===== config.mk =====
export PLATFORM = sky130hd
export DESIGN_NAME = uart_rx_mem_core
export DESIGN_NICKNAME = d
export VERILOG_FILES = /design/src/rtl/uart_rx_mem_core.sv
export SDC_FILE = /design/constraint.sdc
export NUM_CORES = 1
export LEC_CHECK = 0
export CORE_MARGIN = 5
export CORE_UTILIZATION = 50
export DETAILED_ROUTE_END_ITERATION = 10
export PLACE_DENSITY = 0.83
export SLEW_MARGIN = 20
export SYNTH_ARGS = -nofsm -noshare
export SYNTH_HDL_FRONTEND = slang
export SYNTH_SLANG_ARGS = --single-unit

===== constraint.sdc =====
create_clock -name clk -period 3.6 [get_ports clk]
set_input_delay 0.54 -clock clk [delete_from_list [all_inputs] [get_ports clk]]
set_output_delay 0.54 -clock clk [all_outputs]
set_load 0.01 [all_outputs]

===== src/rtl/uart_rx_mem_core.sv =====
// uart_rx_mem_core: UART receiver (8N1, 8x oversampled) with a small byte memory.
//
// Receiver states
//   state | meaning
//   IDLE  | line idle, waiting for a low sample on a bclk_x8 tick
//   START | qualifying the start bit; line re-checked on the 4th tick (bit centre)
//   DATA  | sampling 8 data bits, one every 8 ticks, LSB first
//   STOP  | sampling the stop bit 8 ticks after the last data bit, then report
module uart_rx_mem_core #(
    parameter int CLK_HZ   = 768000,
    parameter int BAUD_SEL = 0,
    parameter int ROW      = 2,
    parameter int COLUMN   = 2
) (
    input  logic        clk,
    input  logic        rst_n,
    input  logic        rx_data,
    input  logic        mem_write,
    input  logic [31:0] write_address,
    input  logic [7:0]  write_value,
    input  logic        mem_read,
    input  logic [31:0] read_address,
    output logic [7:0]  data,
    output logic        bclk,
    output logic        bclk_x8,
    output logic        rx_status,
    output logic [9:0]  rx_output,
    output logic        rx_valid,
    output logic        frame_error
);

    localparam int BAUD = (BAUD_SEL == 1) ? 19200 :
                          (BAUD_SEL == 2) ? 57600 :
                          (BAUD_SEL == 3) ? 115200 : 9600;
    localparam int DIV8      = CLK_HZ / (BAUD * 8);
    localparam int DIV8_SAFE = (DIV8 < 1) ? 1 : DIV8;
    localparam int CW        = $clog2(DIV8_SAFE + 1);
    localparam logic [CW-1:0] DIV_RELOAD = CW'(DIV8_SAFE - 1);

    localparam int DEPTH = ROW * COLUMN;
    localparam int AW    = (DEPTH > 1) ? $clog2(DEPTH) : 1;
    localparam logic [31:0] DEPTH_W = 32'(DEPTH);

    typedef enum logic [1:0] {
        IDLE  = 2'd0,
        START = 2'd1,
        DATA  = 2'd2,
        STOP  = 2'd3
    } rx_state_t;

    logic [CW-1:0] r_div_cnt;
    logic [2:0]    r_x8_cnt;
    logic          r_bclk_x8;
    logic          r_bclk;

    logic          r_sync1;
    logic          r_sync2;

    rx_state_t     r_state;
    logic [2:0]    r_tick;
    logic [2:0]    r_bit;
    logic [7:0]    r_shift;
    logic          r_status;
    logic [9:0]    r_rx_output;
    logic          r_rx_valid;
    logic          r_frame_error;

    logic [7:0]    r_mem [DEPTH];
    logic [7:0]    r_data;

    logic          w_div_zero;
    logic          w_wr_ok;
    logic          w_rd_ok;

    assign w_div_zero = (r_div_cnt == '0);
    assign w_wr_ok    = mem_write && (write_address < DEPTH_W);
    assign w_rd_ok    = read_address < DEPTH_W;

    // Baud generator: down-counter makes the 8x tick, every 8th tick makes bclk.
    always_ff @(posedge clk or negedge rst_n) begin
        if (!rst_n) begin
            r_div_cnt <= DIV_RELOAD;
            r_x8_cnt  <= 3'd0;
            r_bclk_x8 <= 1'b0;
            r_bclk    <= 1'b0;
        end else if (w_div_zero) begin
            r_div_cnt <= DIV_RELOAD;
            r_x8_cnt  <= r_x8_cnt + 3'd1;
            r_bclk_x8 <= 1'b1;
            r_bclk    <= (r_x8_cnt == 3'd7);
        end else begin
            r_div_cnt <= r_div_cnt - 1'b1;
            r_bclk_x8 <= 1'b0;
            r_bclk    <= 1'b0;
        end
    end

    // Two-flop synchronizer for the serial line; resets to the idle level.
    always_ff @(posedge clk or negedge rst_n) begin
        if (!rst_n) begin
            r_sync1 <= 1'b1;
            r_sync2 <= 1'b1;
        end else begin
            r_sync1 <= rx_data;
            r_sync2 <= r_sync1;
        end
    end

    // Receiver FSM; advances only on cycles where bclk_x8 is high.
    always_ff @(posedge clk or negedge rst_n) begin
        if (!rst_n) begin
            r_state       <= IDLE;
            r_tick        <= 3'd0;
            r_bit         <= 3'd0;
            r_shift       <= 8'h00;
            r_status      <= 1'b0;
            r_rx_output   <= 10'h000;
            r_rx_valid    <= 1'b0;
            r_frame_error <= 1'b0;
        end else begin
            r_rx_valid <= 1'b0;
            if (r_bclk_x8) begin
                case (r_state)
                    IDLE: begin
                        if (!r_sync2) begin
                            r_state <= START;
                            r_tick  <= 3'd0;
                        end
                    end
                    START: begin
                        if (r_tick == 3'd3) begin
                            r_tick <= 3'd0;
                            r_bit  <= 3'd0;
                            if (!r_sync2) begin
                                r_state  <= DATA;
                                r_status <= 1'b1;
                            end else begin
                                r_state <= IDLE;
                            end
                        end else begin
                            r_tick <= r_tick + 3'd1;
                        end
                    end
                    DATA: begin
                        if (r_tick == 3'd7) begin
                            r_tick  <= 3'd0;
                            r_shift <= {r_sync2, r_shift[7:1]};
                            if (r_bit == 3'd7) begin
                                r_state <= STOP;
                            end else begin
                                r_bit <= r_bit + 3'd1;
                            end
                        end else begin
                            r_tick <= r_tick + 3'd1;
                        end
                    end
                    STOP: begin
                        if (r_tick == 3'd7) begin
                            r_tick        <= 3'd0;
                            r_rx_output   <= {r_sync2, r_shift, 1'b0};
                            r_rx_valid    <= 1'b1;
                            r_frame_error <= ~r_sync2;
                            r_status      <= 1'b0;
                            r_state       <= IDLE;
                        end else begin
                            r_tick <= r_tick + 3'd1;
                        end
                    end
                    default: r_state <= IDLE;
                endcase
            end
        end
    end

    // Byte memory with registered read; old contents win on a same-address read/write.
    always_ff @(posedge clk or negedge rst_n) begin
        if (!rst_n) begin
            for (int i = 0; i < DEPTH; i++) begin
                r_mem[i] <= 8'h00;
            end
            r_data <= 8'h00;
        end else begin
            if (w_wr_ok) begin
                r_mem[write_address[AW-1:0]] <= write_value;
            end
            if (mem_read) begin
                r_data <= w_rd_ok ? r_mem[read_address[AW-1:0]] : 8'h00;
            end
        end
    end

    assign data        = r_data;
    assign bclk        = r_bclk;
    assign bclk_x8     = r_bclk_x8;
    assign rx_status   = r_status;
    assign rx_output   = r_rx_output;
    assign rx_valid    = r_rx_valid;
    assign frame_error = r_frame_error;

endmodule


==> results.txt <==
----------------------------------------------------
[Clocking]
  Root Buffer ... clkbuf_8
  CTS tree ... done
  Number of buffers inserted to repair setup after CTS ... 0
  H-tree Lvls ... 3
  Clock transition at the register clock pins on the worst setup and hold paths after CTS ... 0.08 ns
  # clock sinks ... 79
  Hold buffer count at CTS ... 0
  Number of buffers created by CTS ... 9
  Clk Latency, worst-skew pair ... 0.34 ns
  Clock Tree Buf Depth ... 2
  Resized cells post-CTS ... 0

[Yosys]
  Async set-or-reset flop fraction in the synthesized netlist ... 100.0%
  Netlist area before placement ... 0.003560 mm2
  EDFF count, synth ... 0
  Synth Instances ... 283
  Number of warnings reported in the yosys synthesis log ... 0
  Largest area contributor in the synthesized netlist ... dfrtp_1
  Proportion of synthesized chip area in sequential cells ... 55.68%
  Number of different library cells in the post-synthesis netlist ... 32
  Dominant cells by area after synthesis ... dfrtp_1 (53%), mux2_2 (15%), mux4_2 (5.7%)
  Yosys reg bits ... 79
  Total nets after synthesis ... 368
  Area share of the largest cell type after synthesis ... 52.72%
  Mapped Avg Cell Area ... 12.58 um2
  Most common flop cell mapped by yosys ... dfrtp_1

[Critical path]
  Worst path slowest cell ... nor4_4
  Worst path arrival time ... 2.82 ns
  Worst-path fanout max ... 8
  Kind of cell adding the most delay to the critical path ... simple AND/OR/NAND/NOR gates
  RR Endpoint ... r_bit[0]
  Startpoint of the worst register-to-register path ... r_tick[0]
  Critical path cell sequence ... clkdlybuf4s50_1 -> nor4_1 -> nand4_1 -> nor4_4 -> mux2_2
  Required @ worst endpoint ... 3.82 ns
  Worst path buffer plus inverter count ... 1
  Worst setup path startpoint ... write_address[15]
  Critical Path End Type ... register
  Stage delay of the slowest cell on the critical path ... 0.75 ns
  Critical path start-end classification ... input port to register
  Depth of the worst register-to-register path ... 5
  Register-to-Register Setup Slack ... 1.53 ns
  Category of the worst setup path launch point ... input port

[Place]
  Port-buffer cells ... 98
  Final Wtd Congestion ... 0.7247
  DP Cell Count ... 467
  Sum of net half-perimeters after detailed placement ... 5606 um
  Placement Setup Slack ... 0.6242 ns

[Routing]
  Number of search-and-repair iterations in the first detailed-routing pass ... 4
  Routed wirelength normalized by instance count ... 15.12 um
  DRC violations left ... 0
  Via count ... 2508
  Remaining antenna violation count after routing ... 0
  Total detailed-routing wirelength ... 7303 um
  Avg Vias per Cell ... 5.193
  Initial drt markers ... 94

[Final layout]
  Net count of the finished layout ... 467
  Layout Area Growth over Synthesis ... 35.04%
  Filler-free cell count of the finished design ... 483
  Ant diodes ... 0
  Share of cells above drive strength 1 ... 20.16%

[Pwr]
  Total leakage power ... 2.165 nW
  Sw Share ... 20.82%
  Flop pwr share ... 54.1%
  Internal power consumption ... 1.307 mW
  Fraction of power consumed by combinational cells ... 7.6%
  Maximum VDD drop ... 169.8 uV
  Total net switching power ... 0.3436 mW
  Clk pwr share ... 38.3%
  PD cells ... 343.3 mW/mm2

[Global route]
  Pin count of the biggest net entering global routing ... 80
  Initial antenna violation count ... 0
  Number of global-route vias before repair ... 2723
  Overflow left after global routing ... 0
  Total Routing Usage GR ... 17.60%
  Global-route wire length before repair ... 12210 um

[STA]
  Worst Tran Pin Value ... 0.9652 ns
  Fin crit share ... 72.20%
  Number of failing setup endpoints in the final timing report ... 0
  Sum of negative setup slack ... 0 ns
  Final Slew Violations ... 0
  Final critical-path required period ... 2.599 ns
  Worst path setup slack after routing ... 1.001 ns
  Final hold viol count ... 0
  Clock tree skew after final layout ... 0.01312 ns
  Max-Slew Margin vs Limit ... 35.65%
  FMAX ... 384.8 MHz
  RSZ-0062 raised after global routing ... no

[Floorplanning]
  Row count ... 30
  Chip width ... 94.38 um
  Chip Height ... 94.38 um
  Initial core utilization ... 51.82%
  Area of the die ... 0.008907 mm2
  Number of top-level pins ... 100
  Floorplan core area ... 0.006869 mm2

[Outcome]
  Outcome ... complete, no violations

[Worst hold path]
  Tightest Hold Check Type ... input port to async pin

[Run]
  Maximum capacitance violations ... 0

----------------------------------------------------
[routing by layer]
layer / wire, um / track usage, %
met4: 94 / 5.897
met5: 0 / 0
met2: 3511 / 29.79
met3: 714 / 6.135
met1: 2983 / 21.01
[cell usage after synthesis (all sizes together) (3+ instances only)]
cell,count
dfrtp,75
o22ai,8
nand2b,3
ha,8
dfstp,4
mux2,46
nand2,50
mux4,9
mux2i,4
nor4,18
nand3,3
nor2b,3
inv,15
o21ai,3
nor2,6
nand4,3
clkbuf,8
[flip-flops by register name (all words and copies together) (netlist names), 3 cells and up, named ones only]
signal     cells
data           8
r_bit          3
r_div_cnt      4
r_mem         32
r_shift        8
r_tick         3
r_x8_cnt       3
rx_output      9
[layout by cell type (no fill, tap or decap), types with 4 or more instances in the layout]
| cell | synthesis | layout |
|---|---|---|
| clkdlybuf4s50_1 | 0 | 97 |
| dfrtp_1 | 75 | 75 |
| nand2_1 | 50 | 50 |
| mux2_2 | 46 | 46 |
| inv_1 | 15 | 15 |
| nor4_1 | 14 | 14 |
| clkbuf_8 | 0 | 10 |
| mux4_2 | 9 | 9 |
| o22ai_1 | 8 | 8 |
| ha_1 | 8 | 8 |
| nor2_1 | 6 | 6 |
| nor4_4 | 4 | 4 |
| mux2i_1 | 4 | 4 |
| dfstp_2 | 4 | 4 |
[per-stage QoR]
stage | hold WS, ns | instance area, um2 | power [mW] | util (%)
2_1_floorplan | 0.2444 | 3560 | 0.9301 | -
3_3_place_gp | 0.3487 | 4617 | 1.035 | 67.21
3_5_place_dp | 0.3493 | 4617 | 1.038 | 67.21
4_1_cts | 0.3601 | 4807 | 1.670 | 69.98
5_1_grt | 0.3662 | 4807 | 1.714 | 69.98
6_report | 0.3570 | 4807 | 1.650 | 69.98
[power by group through the flow]
stage	registers [mW]	logic [mW]	clock network (mW)
floorplan	0.908	0.0220	0
global placement	0.910	0.125	0
detailed placement	0.910	0.128	0
CTS	0.892	0.128	0.649
global route	0.893	0.136	0.685
finish	0.893	0.126	0.632
[final cells by class]
type,count,area [um2]
repair buffers,98,978.4
clock inverters,4,45.04
well taps,96,120.1
fillers,513,2062
inverters,16,60.06
clock buffers,12,145.1
multi-input cells,178,1476
flip-flops and latches,79,1982
[logic make-up after synthesis]
| logic type | share of synthesized area, % |
|---|---|
| simple gates | 13.92 |
| flops | 55.68 |
| mux | 21.37 |
| buf+inv | 2.847 |
| compound gates | 2.777 |
| fa+ha+maj | 2.812 |
| xor+xnor | 0.4922 |
| other cells | 0.1053 |
[how the worst max path moves through the flow]
stage,end,cells after the start
floorplan,r_mem[0],4
global placement,r_mem[10],5
detailed placement,r_mem[9],5
CTS,r_mem[12],5
global route,r_mem[25],5
finish,r_mem[9],5
No activity file was read; power rests on OpenSTA's default activity.
